[config.mk]
export PLATFORM = sky130hd
export DESIGN_NAME = rom_fetch_buffer
export DESIGN_NICKNAME = d
export VERILOG_FILES = /design/src/rtl/rom_fetch_buffer.sv
export SDC_FILE = /design/constraint.sdc
export NUM_CORES = 1
export LEC_CHECK = 0
export ABC_AREA = 0
export CAP_MARGIN = 25
export CORE_UTILIZATION = 47
export CTS_CLUSTER_DIAMETER = 40
export DETAILED_ROUTE_END_ITERATION = 10
export PLACE_DENSITY = 0.93
export SLEW_MARGIN = 20
export SYNTH_ARGS = -nofsm -noshare
export SYNTH_HDL_FRONTEND = slang
export SYNTH_SLANG_ARGS = --single-unit
[constraint.sdc]
create_clock -name clock -period 2.5 [get_ports clock]
set_input_delay 0.375 -clock clock [delete_from_list [all_inputs] [get_ports clock]]
set_output_delay 0.375 -clock clock [all_outputs]
set_load 0.01 [all_outputs]
[src/rtl/rom_fetch_buffer.sv]
// rom_fetch_buffer
//   One-line instruction buffer between the core fetch port and the ROM.
//   Hits on the buffered line are acknowledged on the cycle after the request
//   is sampled. Misses run the ROM enable/busy transaction, capture the line
//   and then acknowledge.
//
//   Optional feature macro: ROM_PREFETCH_EN
//     When defined, a second line slot is fetched in the background. The target
//     is the line after the one just delivered to the core.
//
// Handshakes:
//   cpu_req is held by the core until cpu_ack. cpu_ack is a one-cycle pulse,
//   and cpu_data is valid only in that cycle. cpu_req and cpu_addr are sampled
//   only in IDLE.
//   rom_enable is a one-cycle pulse. rom_addr is held from that pulse until the
//   line is captured. The ROM answers by raising rom_busy and then dropping it.
//   rom_data is captured on the cycle after busy falls.
//
// Ports:
//   clock      system clock, rising edge
//   reset      asynchronous active-low reset
//   cpu_req    fetch request
//   cpu_addr   word address; low offset bits are ignored
//   cpu_ack    one-cycle acknowledge
//   cpu_data   fetched line; zero outside the acknowledge cycle
//   rom_enable one-cycle ROM request
//   rom_addr   line-aligned ROM address
//   rom_data   ROM line output
//   rom_busy   ROM busy
//   error      sticky; the ROM never raised busy within busy_timeout cycles
//   dbg_state  current FSM state, for observation
module rom_fetch_buffer #(
    parameter int word_size    = 8,
    parameter int addr_size    = 8,
    parameter int offset       = 2,
    parameter int busy_timeout = 15
) (
    input  logic                              clock,
    input  logic                              reset,
    input  logic                              cpu_req,
    input  logic [addr_size-1:0]              cpu_addr,
    output logic                              cpu_ack,
    output logic [word_size*(2**offset)-1:0]  cpu_data,
    output logic                              rom_enable,
    output logic [addr_size-1:0]              rom_addr,
    input  logic [word_size*(2**offset)-1:0]  rom_data,
    input  logic                              rom_busy,
    output logic                              error,
    output logic [2:0]                        dbg_state
);

    localparam int line_w = word_size * (2 ** offset);
    localparam int tag_w  = addr_size - offset;
    localparam int cnt_w  = $clog2(busy_timeout + 1);

    localparam logic [2:0] IDLE    = 3'd0;
    localparam logic [2:0] REQ     = 3'd1;
    localparam logic [2:0] WAIT_HI = 3'd2;
    localparam logic [2:0] WAIT_LO = 3'd3;
    localparam logic [2:0] FILL    = 3'd4;
    localparam logic [2:0] ACK     = 3'd5;

    logic [2:0]        state_q, state_d;
    logic [line_w-1:0] buf_data_q, buf_data_d;
    logic [tag_w-1:0]  buf_tag_q, buf_tag_d;
    logic              buf_valid_q, buf_valid_d;
    logic [tag_w-1:0]  rom_tag_q, rom_tag_d;
    logic [cnt_w-1:0]  cnt_q, cnt_d;
    logic              error_q, error_d;

    logic [tag_w-1:0]  cpu_tag;
    logic              hit;
    logic              unused_addr_bits;

    assign cpu_tag          = cpu_addr[addr_size-1:offset];
    assign hit              = cpu_req && buf_valid_q && (buf_tag_q == cpu_tag);
    assign unused_addr_bits = ^cpu_addr[offset-1:0];

`ifdef ROM_PREFETCH_EN
    logic [line_w-1:0] pf_data_q, pf_data_d;
    logic [tag_w-1:0]  pf_tag_q, pf_tag_d;
    logic              pf_valid_q, pf_valid_d;
    // Set while the ROM transaction in flight is a background prefetch.
    logic              pf_active_q, pf_active_d;
    // Set when the ACK in progress should launch a prefetch of the next line.
    logic              pf_next_q, pf_next_d;
    logic              pf_hit;

    assign pf_hit = cpu_req && pf_valid_q && (pf_tag_q == cpu_tag);
`endif

    always_comb begin
        state_d     = state_q;
        buf_data_d  = buf_data_q;
        buf_tag_d   = buf_tag_q;
        buf_valid_d = buf_valid_q;
        rom_tag_d   = rom_tag_q;
        cnt_d       = cnt_q;
        error_d     = error_q;
`ifdef ROM_PREFETCH_EN
        pf_data_d   = pf_data_q;
        pf_tag_d    = pf_tag_q;
        pf_valid_d  = pf_valid_q;
        pf_active_d = pf_active_q;
        pf_next_d   = pf_next_q;
`endif
        case (state_q)
            IDLE: begin
                if (hit) begin
                    state_d = ACK;
`ifdef ROM_PREFETCH_EN
                end else if (pf_hit) begin
                    // Promote the prefetched line; the ACK then refills the slot.
                    buf_data_d  = pf_data_q;
                    buf_tag_d   = pf_tag_q;
                    buf_valid_d = 1'b1;
                    pf_valid_d  = 1'b0;
                    pf_next_d   = 1'b1;
                    state_d     = ACK;
`endif
                end else if (cpu_req) begin
                    rom_tag_d = cpu_tag;
`ifdef ROM_PREFETCH_EN
                    pf_active_d = 1'b0;
`endif
                    state_d = REQ;
                end
            end
            REQ: begin
                cnt_d   = '0;
                state_d = WAIT_HI;
            end
            WAIT_HI: begin
                // Busy is looked at only from here on, never in the enable cycle.
                if (rom_busy) begin
                    state_d = WAIT_LO;
                end else if (cnt_q == cnt_w'(busy_timeout - 1)) begin
                    // A pending core request is retried from IDLE.
                    // A prefetch that times out is simply dropped.
                    error_d = 1'b1;
`ifdef ROM_PREFETCH_EN
                    pf_active_d = 1'b0;
`endif
                    state_d = IDLE;
                end else begin
                    cnt_d = cnt_q + cnt_w'(1);
                end
            end
            WAIT_LO: begin
                if (!rom_busy) begin
                    state_d = FILL;
                end
            end
            FILL: begin
`ifdef ROM_PREFETCH_EN
                if (pf_active_q) begin
                    pf_data_d   = rom_data;
                    pf_tag_d    = rom_tag_q;
                    pf_valid_d  = 1'b1;
                    pf_active_d = 1'b0;
                    state_d     = IDLE;
                end else begin
                    buf_data_d  = rom_data;
                    buf_tag_d   = rom_tag_q;
                    buf_valid_d = 1'b1;
                    pf_next_d   = 1'b1;
                    state_d     = ACK;
                end
`else
                buf_data_d  = rom_data;
                buf_tag_d   = rom_tag_q;
                buf_valid_d = 1'b1;
                state_d     = ACK;
`endif
            end
            ACK: begin
`ifdef ROM_PREFETCH_EN
                if (pf_next_q) begin
                    // Next sequential line; the tag wraps from all-ones to zero.
                    rom_tag_d   = buf_tag_q + tag_w'(1);
                    pf_active_d = 1'b1;
                    pf_next_d   = 1'b0;
                    state_d     = REQ;
                end else begin
                    state_d = IDLE;
                end
`else
                state_d = IDLE;
`endif
            end
            default: state_d = IDLE;
        endcase
    end

    always_ff @(posedge clock or negedge reset) begin
        if (!reset) begin
            state_q     <= IDLE;
            buf_data_q  <= '0;
            buf_tag_q   <= '0;
            buf_valid_q <= 1'b0;
            rom_tag_q   <= '0;
            cnt_q       <= '0;
            error_q     <= 1'b0;
`ifdef ROM_PREFETCH_EN
            pf_data_q   <= '0;
            pf_tag_q    <= '0;
            pf_valid_q  <= 1'b0;
            pf_active_q <= 1'b0;
            pf_next_q   <= 1'b0;
`endif
        end else begin
            state_q     <= state_d;
            buf_data_q  <= buf_data_d;
            buf_tag_q   <= buf_tag_d;
            buf_valid_q <= buf_valid_d;
            rom_tag_q   <= rom_tag_d;
            cnt_q       <= cnt_d;
            error_q     <= error_d;
`ifdef ROM_PREFETCH_EN
            pf_data_q   <= pf_data_d;
            pf_tag_q    <= pf_tag_d;
            pf_valid_q  <= pf_valid_d;
            pf_active_q <= pf_active_d;
            pf_next_q   <= pf_next_d;
`endif
        end
    end

    assign cpu_ack    = (state_q == ACK);
    assign cpu_data   = (state_q == ACK) ? buf_data_q : '0;
    assign rom_enable = (state_q == REQ);
    assign rom_addr   = {rom_tag_q, {offset{1'b0}}};
    assign error      = error_q;
    assign dbg_state  = state_q;

endmodule
==> metrics.md, run 1 <==
| Metric | Value |
|---|---|
| Post-DR vias/cell | `around 5.0` |
| CTS root buf | `clkbuf_8` |
| Register area share after synthesis | `55.50%` |
| GRT Overall Usage | `roughly a fifth` |
| Post-synth EDFFs | `0` |
| Asr flop ratio synth | `100.0%` |
| Max frequency | `around 0.43 GHz` |
| First-pass iteration count of the detailed router | `4` |
| Actual slew at the worst max-slew pin | `0.6197 ns` |
| Die H | `about 73 µm` |
| IO Pins | `90` |
| Via count | `1676` |
| Hold Violations, Final | `0` |
| Synth Area per Inst | `roughly 13 µm²` |
| Distinct cells, synth | `34` |
| Gate Count Post-Synth | `between 150 and 200` |
| Max_slew headroom | `about three fifths` |
| Worst VDD drop | `between 0.5 and 0.6 mV` |
| Largest net degree at the start of global routing | `28` |
| CTS tree | `done` |
| Area growth syn-to-layout | `42.98%` |
| Critical path launch point type | `register` |
| Setup_tns | `0 ns` |
| Main synth FF type | `dfrtp_1` |
| Gr ovfl total | `0` |
| Placed inst area | `between 3000 and 4000 µm²` |
| WP data arrival | `1.98 ns` |
| Crit. End Element | `output pin` |
| I/O Buffers | `85` |
| Share of layout cells above drive strength 1 | `roughly 22%` |
| Initial antenna violation count | `0` |
| Kind of critical path | `register to output pin` |
| Die area | `~5400 µm²` |
| Diode count | `0` |
| Syn Std Cell Area | `2390 µm²` |
| FILL cells | `365` |
| DRC Markers | `0` |
| Fin area | `between 3000 and 4000 µm²` |
| ANT nets after route | `0` |
| Most frequent cells in the layout | `clkdlybuf4s50_1, dfrtp_1, mux2_2` |
| Max_cap viols | `0` |
| Setup Viol. Count Final | `0` |
| Min-Delay Path Class | `input port to asynchronous set/reset pin` |
| Num CTS Buffers | `5` |
| Hold Buf Count CTS | `0` |
| Initial Utilization | `a little under 50%` |
| Clock Path Buffers | `2` |
| Slew Limit Fails | `0` |
| Tmin final | `2.350 ns` |
| RSZ-0062 raised after global routing | `no` |
| Core Area | `~4800 µm²` |
| Detailed-route wire length | `4.771 mm` |
| Flops & latches, synth | `53` |
| First-pass GRT wire length | `7.838 mm` |
| Nets | `between 300 and 400` |
| Die width | `~73 µm` |
| Ys Warns | `0` |
| Commonest non-fill, non-tap cell in the layout | `clkdlybuf4s50_1` |
| Number of DRC markers in iteration 0 | `84` |
| CP max FO | `7` |
| Post-DR wirelength/cell | `14.12 µm` |
| CTS clk-pin slew, worst paths | `around 0.090 ns` |
| CTS HTree Levels | `2` |
| Number of cell rows | `25` |
| Leakage power | `1.438 nW` |
| Req. time, crit path | `between 2 and 2.5 ns` |
| Status | `finished clean` |
| Vias in the first global route | `1721` |
| Clock latency at the later pin of the worst-skew pair | `approximately 0.30 ns` |
| Post-DP HPWL | `about 3.5 mm` |
| Pwr/cell area | `between 800 and 900 nW/µm²` |
| Fin crit share | `a little over nine tenths` |
| Skew final | `approximately 0.0039 ns` |
| Clock sink count | `53` |
| Gpl congestion | `0.7384` |
[worst max-delay path, cell delays in order (launching register included)]
cell,delay (ns)
dfrtp_1,0.49
or3b_2,0.51
inv_1,0.13
clkdlybuf4s50_1,0.55
[synthesized netlist by cell type (2+ instances only)]
master     n  area share (%)
a21oi_1    2            0.42
and2_1    32             8.4
buf_2      4            0.84
buf_4      2            0.63
clkbuf_1   4            0.63
dfrtp_1   53              55
ha_1       2             1.0
inv_1      2            0.31
mux2_1     4             1.9
mux2_2    40              19
nand2_1    5            0.79
nand3_1    4            0.84
nor2_1     2            0.31
o21ai_0    3            0.63
xor2_1     6             2.2
[metrics by stage]
step           utilization [%]  total power, mW  hold WS [ns]  setup WS [ns]  cells
6_report                 70.94            3.073       0.08367         0.1500    338
5_1_grt                  70.94            3.279        0.1220        0.03277    338
4_1_cts                  70.91            3.111       0.09589        0.09170    338
3_5_place_dp             69.12            2.630        0.4288         0.2907    331
3_3_place_gp             69.12            2.544        0.4264         0.3678    331
2_1_floorplan                -            2.146       0.07941         0.8745    185
[metal layers]
layer | GRT usage [%] | vias to the layer above | part of all wire (%)
met5 | 0 | - | 0
met4 | 8.547 | 0 | 1.9
met3 | 3.841 | 7 | 3.7
met2 | 33.74 | 48 | 51
met1 | 23.93 | 829 | 43
li1 | - | 792 | -
[flip-flops by register name, summed over array words and instances (netlist names)]
signal	cells
buf_valid_q	1
error	1
buf_data_q	32
dbg_state	3
rom_tag_q	6
cnt_q	4
buf_tag_q	6
[layout make-up]
type	count	area [µm²]	area share [%]
clock buffers	7	86.33	2.527
inverters	2	7.507	0.2197
multi-input cells	120	1011	29.59
flip-flops and latches	53	1328	38.85
well taps	67	83.83	2.453
repair buffers	89	900.9	26.36
[kinds of logic (layout without fill, tap and decap cells)]
kind of cell               count (synthesis)  after routing  synth area share (%)
and+or+nand+nor                           55             55                 14.24
DFF                                       53             53                 55.50
muxes                                     44             44                 20.73
buffers and inverters                     12             98                 2.408
AOI/OAI and AO/OA                         10             10                 3.351
xor gates and xnor gates                   7              7                 2.565
adders and majority gates                  2              2                 1.047
other                                      1              2                0.1569
[final timing paths]
path	start	to	slack [ns]	depth (start not counted)
setup / recovery	dbg_state[0]	rom_enable	0.15	3
hold / removal	reset	buf_data_q[29]	0.08	1
setup reg to reg	dbg_state[0]	buf_data_q[22]	0.69	4
hold reg to reg	buf_data_q[28]	buf_data_q[28]	0.49	1
max in group asynchronous	reset	buf_data_q[11]	1.86	2
min in group clock	buf_data_q[28]	buf_data_q[28]	0.49	1
[where the power goes]
| part | switching (mW) | internal (mW) | total, mW | leakage (nW) |
|---|---|---|---|---|
| clock | 0.256 | 0.220 | 0.476 | 0.0443 |
| sequential | 0.247 | 1.26 | 1.50 | 0.651 |
| combinational | 0.415 | 0.677 | 1.09 | 0.743 |
| total | 0.918 | 2.16 | 3.07 | 1.44 |
[repair_timing]
action                     CTS  global route
hold endpoints to repair     0             0
setup endpoints to repair    0            13
gates resized for setup      0             1
setup buffers                0             0
(Power assumes the default switching activity.)
==> run 2, diff against run 1 <==
GPL_TIMING_DRIVEN = 0   (was default)
==> run 2 against run 1 <==
Flip-flop and latch count unchanged. Sequential share of layout area is essentially flat. Worst hold slack better by 0.013 ns. Non-clock buffer count is 6 higher. Highest routed layer unchanged. Clock skew up 0.00051 ns. Cell count is 1.8% higher. Via count rose by 0.18%. Global-route usage increased by 0.14 points.
==> metrics.md, run 2 (synthesis gave the netlist of run 1 again) <==
| Metric | Value |
|---|---|
| Status | `finished clean` |
| Actual slew at the worst max-slew pin | `0.6506 ns (+0.03086 ns)` |
| Top reg by flops | `buf_data_q` |
| Max_cap viols | `0 (unchanged)` |
| Number of DRC markers in iteration 0 | `82 (-2.4%)` |
| Share of layout cells above drive strength 1 | `23.10% (+1.3 points)` |
| Vias in the first global route | `1731 (+0.58%)` |
| Worst Setup SP | `dbg_state[1]` |
| Clock Path Buffers | `2 (unchanged)` |
| Die area | `5374 µm² (unchanged)` |
| Tmin final | `2.363 ns (+0.01263 ns)` |
| Fin area | `3418 µm² (about the same)` |
| Reg2Reg Depth | `4 (unchanged)` |
| Die H | `73.31 µm (unchanged)` |
| Num CTS Buffers | `5 (unchanged)` |
| Hold Violations, Final | `0 (unchanged)` |
| Post-DR wirelength/cell | `13.99 µm (-0.86%)` |
| IO Pins | `90 (unchanged)` |
| Slowest stage delay, CP | `0.54 ns (about the same)` |
| Clock latency at the later pin of the worst-skew pair | `0.30 ns (about the same)` |
| Max Used Layer | `met4` |
| Req. time, crit path | `2.12 ns (about the same)` |
| Leakage power | `1.456 nW (+1.3%)` |
| CP max-delay cell | `clkdlybuf4s50_1` |
| Crit-path leading delay family | `buffers and inverters` |
| Min-Delay Path Class | `input port to asynchronous set/reset pin` |
| Setup Viol. Count Final | `0 (unchanged)` |
| Max frequency | `0.4233 GHz (-0.53%)` |
| Pwr/cell area | `894.6 nW/µm² (-0.52%)` |
| Largest net degree at the start of global routing | `54 (+93%)` |
| Via count | `1679 (+0.18%)` |
| Clock sink count | `53 (unchanged)` |
| WHS | `0.09672 ns (+0.01305 ns)` |
| Nets | `323 (+1.9%)` |
| Area growth syn-to-layout | `43.04% (about the same)` |
| Core Area | `4817 µm² (unchanged)` |
| CTS clk-pin slew, worst paths | `0.09 ns (about the same)` |
| RSZ-0062 raised after global routing | `no` |
| Slew Limit Fails | `0 (unchanged)` |
| GRT Overall Usage | `19.72% (+0.14 points)` |
| First-pass iteration count of the detailed router | `4 (unchanged)` |
| Gpl congestion | `0.7272 (-1.5%)` |
| Max_slew headroom | `56.63% (-2.1 points)` |
| I/O Buffers | `85 (unchanged)` |
| Critical path buffer and inverter count | `2 (unchanged)` |
| CP max FO | `10 (+3)` |
| Total Power | `3.058 mW (-0.48%)` |
| Skew final | `0.004374 ns (+0.0005089 ns)` |
| Layout Cells excl Fill | `344 (+1.8%)` |
| CTS HTree Levels | `2 (unchanged)` |
| Initial antenna violation count | `0 (unchanged)` |
| Diode count | `0 (unchanged)` |
| Largest register FFs | `32 (unchanged)` |
| Final Core Density | `70.96% (about the same)` |
| Number of cell rows | `25 (unchanged)` |
| Biggest regs | `buf_data_q x32, buf_tag_q x6, rom_tag_q x6` |
| Crit. End Element | `output pin` |
| Met3 WL | `230 µm (+31%)` |
| ANT nets after route | `0 (unchanged)` |
| Met2 WL | `2.529 mm (+3.6%)` |
| Detailed-route wire length | `4.814 mm (+0.90%)` |
| First-pass GRT wire length | `7.872 mm (+0.43%)` |
| Most frequent cells in the layout | `clkdlybuf4s50_1, dfrtp_1, mux2_2` |
| Placed insts | `337 (+1.8%)` |
| WP data arrival | `1.99 ns (about the same)` |
| Post-DP HPWL | `3.642 mm (+3.0%)` |
| Commonest non-fill, non-tap cell in the layout | `clkdlybuf4s50_1` |
| Fin crit share | `94.51% (+0.51 points)` |
| CTS root buf | `clkbuf_8` |
| Post-DR vias/cell | `4.881 (-1.6%)` |
| CTS tree | `done` |
| Crit path cell chain | `and3b_2 > clkbuf_2 > and2_1 > clkdlybuf4s50_1` |
| Crit path depth | `4 (+1)` |
| Gr ovfl total | `0 (unchanged)` |
| Kind of critical path | `register to output pin` |
| Die width | `73.31 µm (unchanged)` |
| DRC Markers | `0 (unchanged)` |
| Critical path launch point type | `register` |
| Reg2Reg Launch Point | `dbg_state[0]` |
| Initial Utilization | `49.61% (unchanged)` |
| Worst VDD drop | `0.5098 mV (-14%)` |
| Placed inst area | `3326 µm² (-0.11%)` |
| Wl on met1 | `2.012 mm (-2.3%)` |
-- run 2: per-stage QoR --
stage,setup WS [ns],TNS (ns)
global placement,-0.5206,-27.49
detailed placement,0.1962,0
global route,0.002131,0
floorplan,0.8745,0
CTS,0.04778,0
finish,0.1373,0
-- run 2: cell type report --
| cell class | instances | area, µm² |
|---|---|---|
| Buffer | 10 | 53.80 |
| Clock buffer | 7 | 86.33 |
| Fill cell | 399 | 1399 |
| Inverter | 2 | 7.507 |
| Multi-Input combinational cell | 120 | 1011 |
| Sequential cell | 53 | 1328 |
| Tap cell | 67 | 83.83 |
| Timing Repair Buffer | 85 | 848.3 |
-- run 2: repair_timing --
action	in CTS	in global routing
gates resized for setup	4	1
hold buffers	0	0
setup endpoints to repair	30	24
buffers inserted	0	0
-- run 2: power by group --
group	internal [mW]	leakage (nW)	switching (mW)
sequential	1.26	0.651	0.240
clock	0.220	0.0443	0.249
combinational	0.674	0.761	0.416
-- run 2: path summary, 6_finish.rpt --
path / endpoint / slack, ns
worst min-delay path: rom_tag_q[2] / 0.1
worst max register to register: rom_tag_q[5] / 0.74
min in group clock: buf_valid_q / 0.47
max in group asynchronous: dbg_state[2] / 1.95
worst max-delay path: cpu_data[27] / 0.14
worst min register to register: buf_valid_q / 0.47
-- run 2: per-layer routing --
layer  GRT usage (%)  vias to the layer above
li1                -                      807
met1           23.80                      820
met2           34.26                       47
met3           5.761                        5
met4           5.769                        0
met5               0                        -
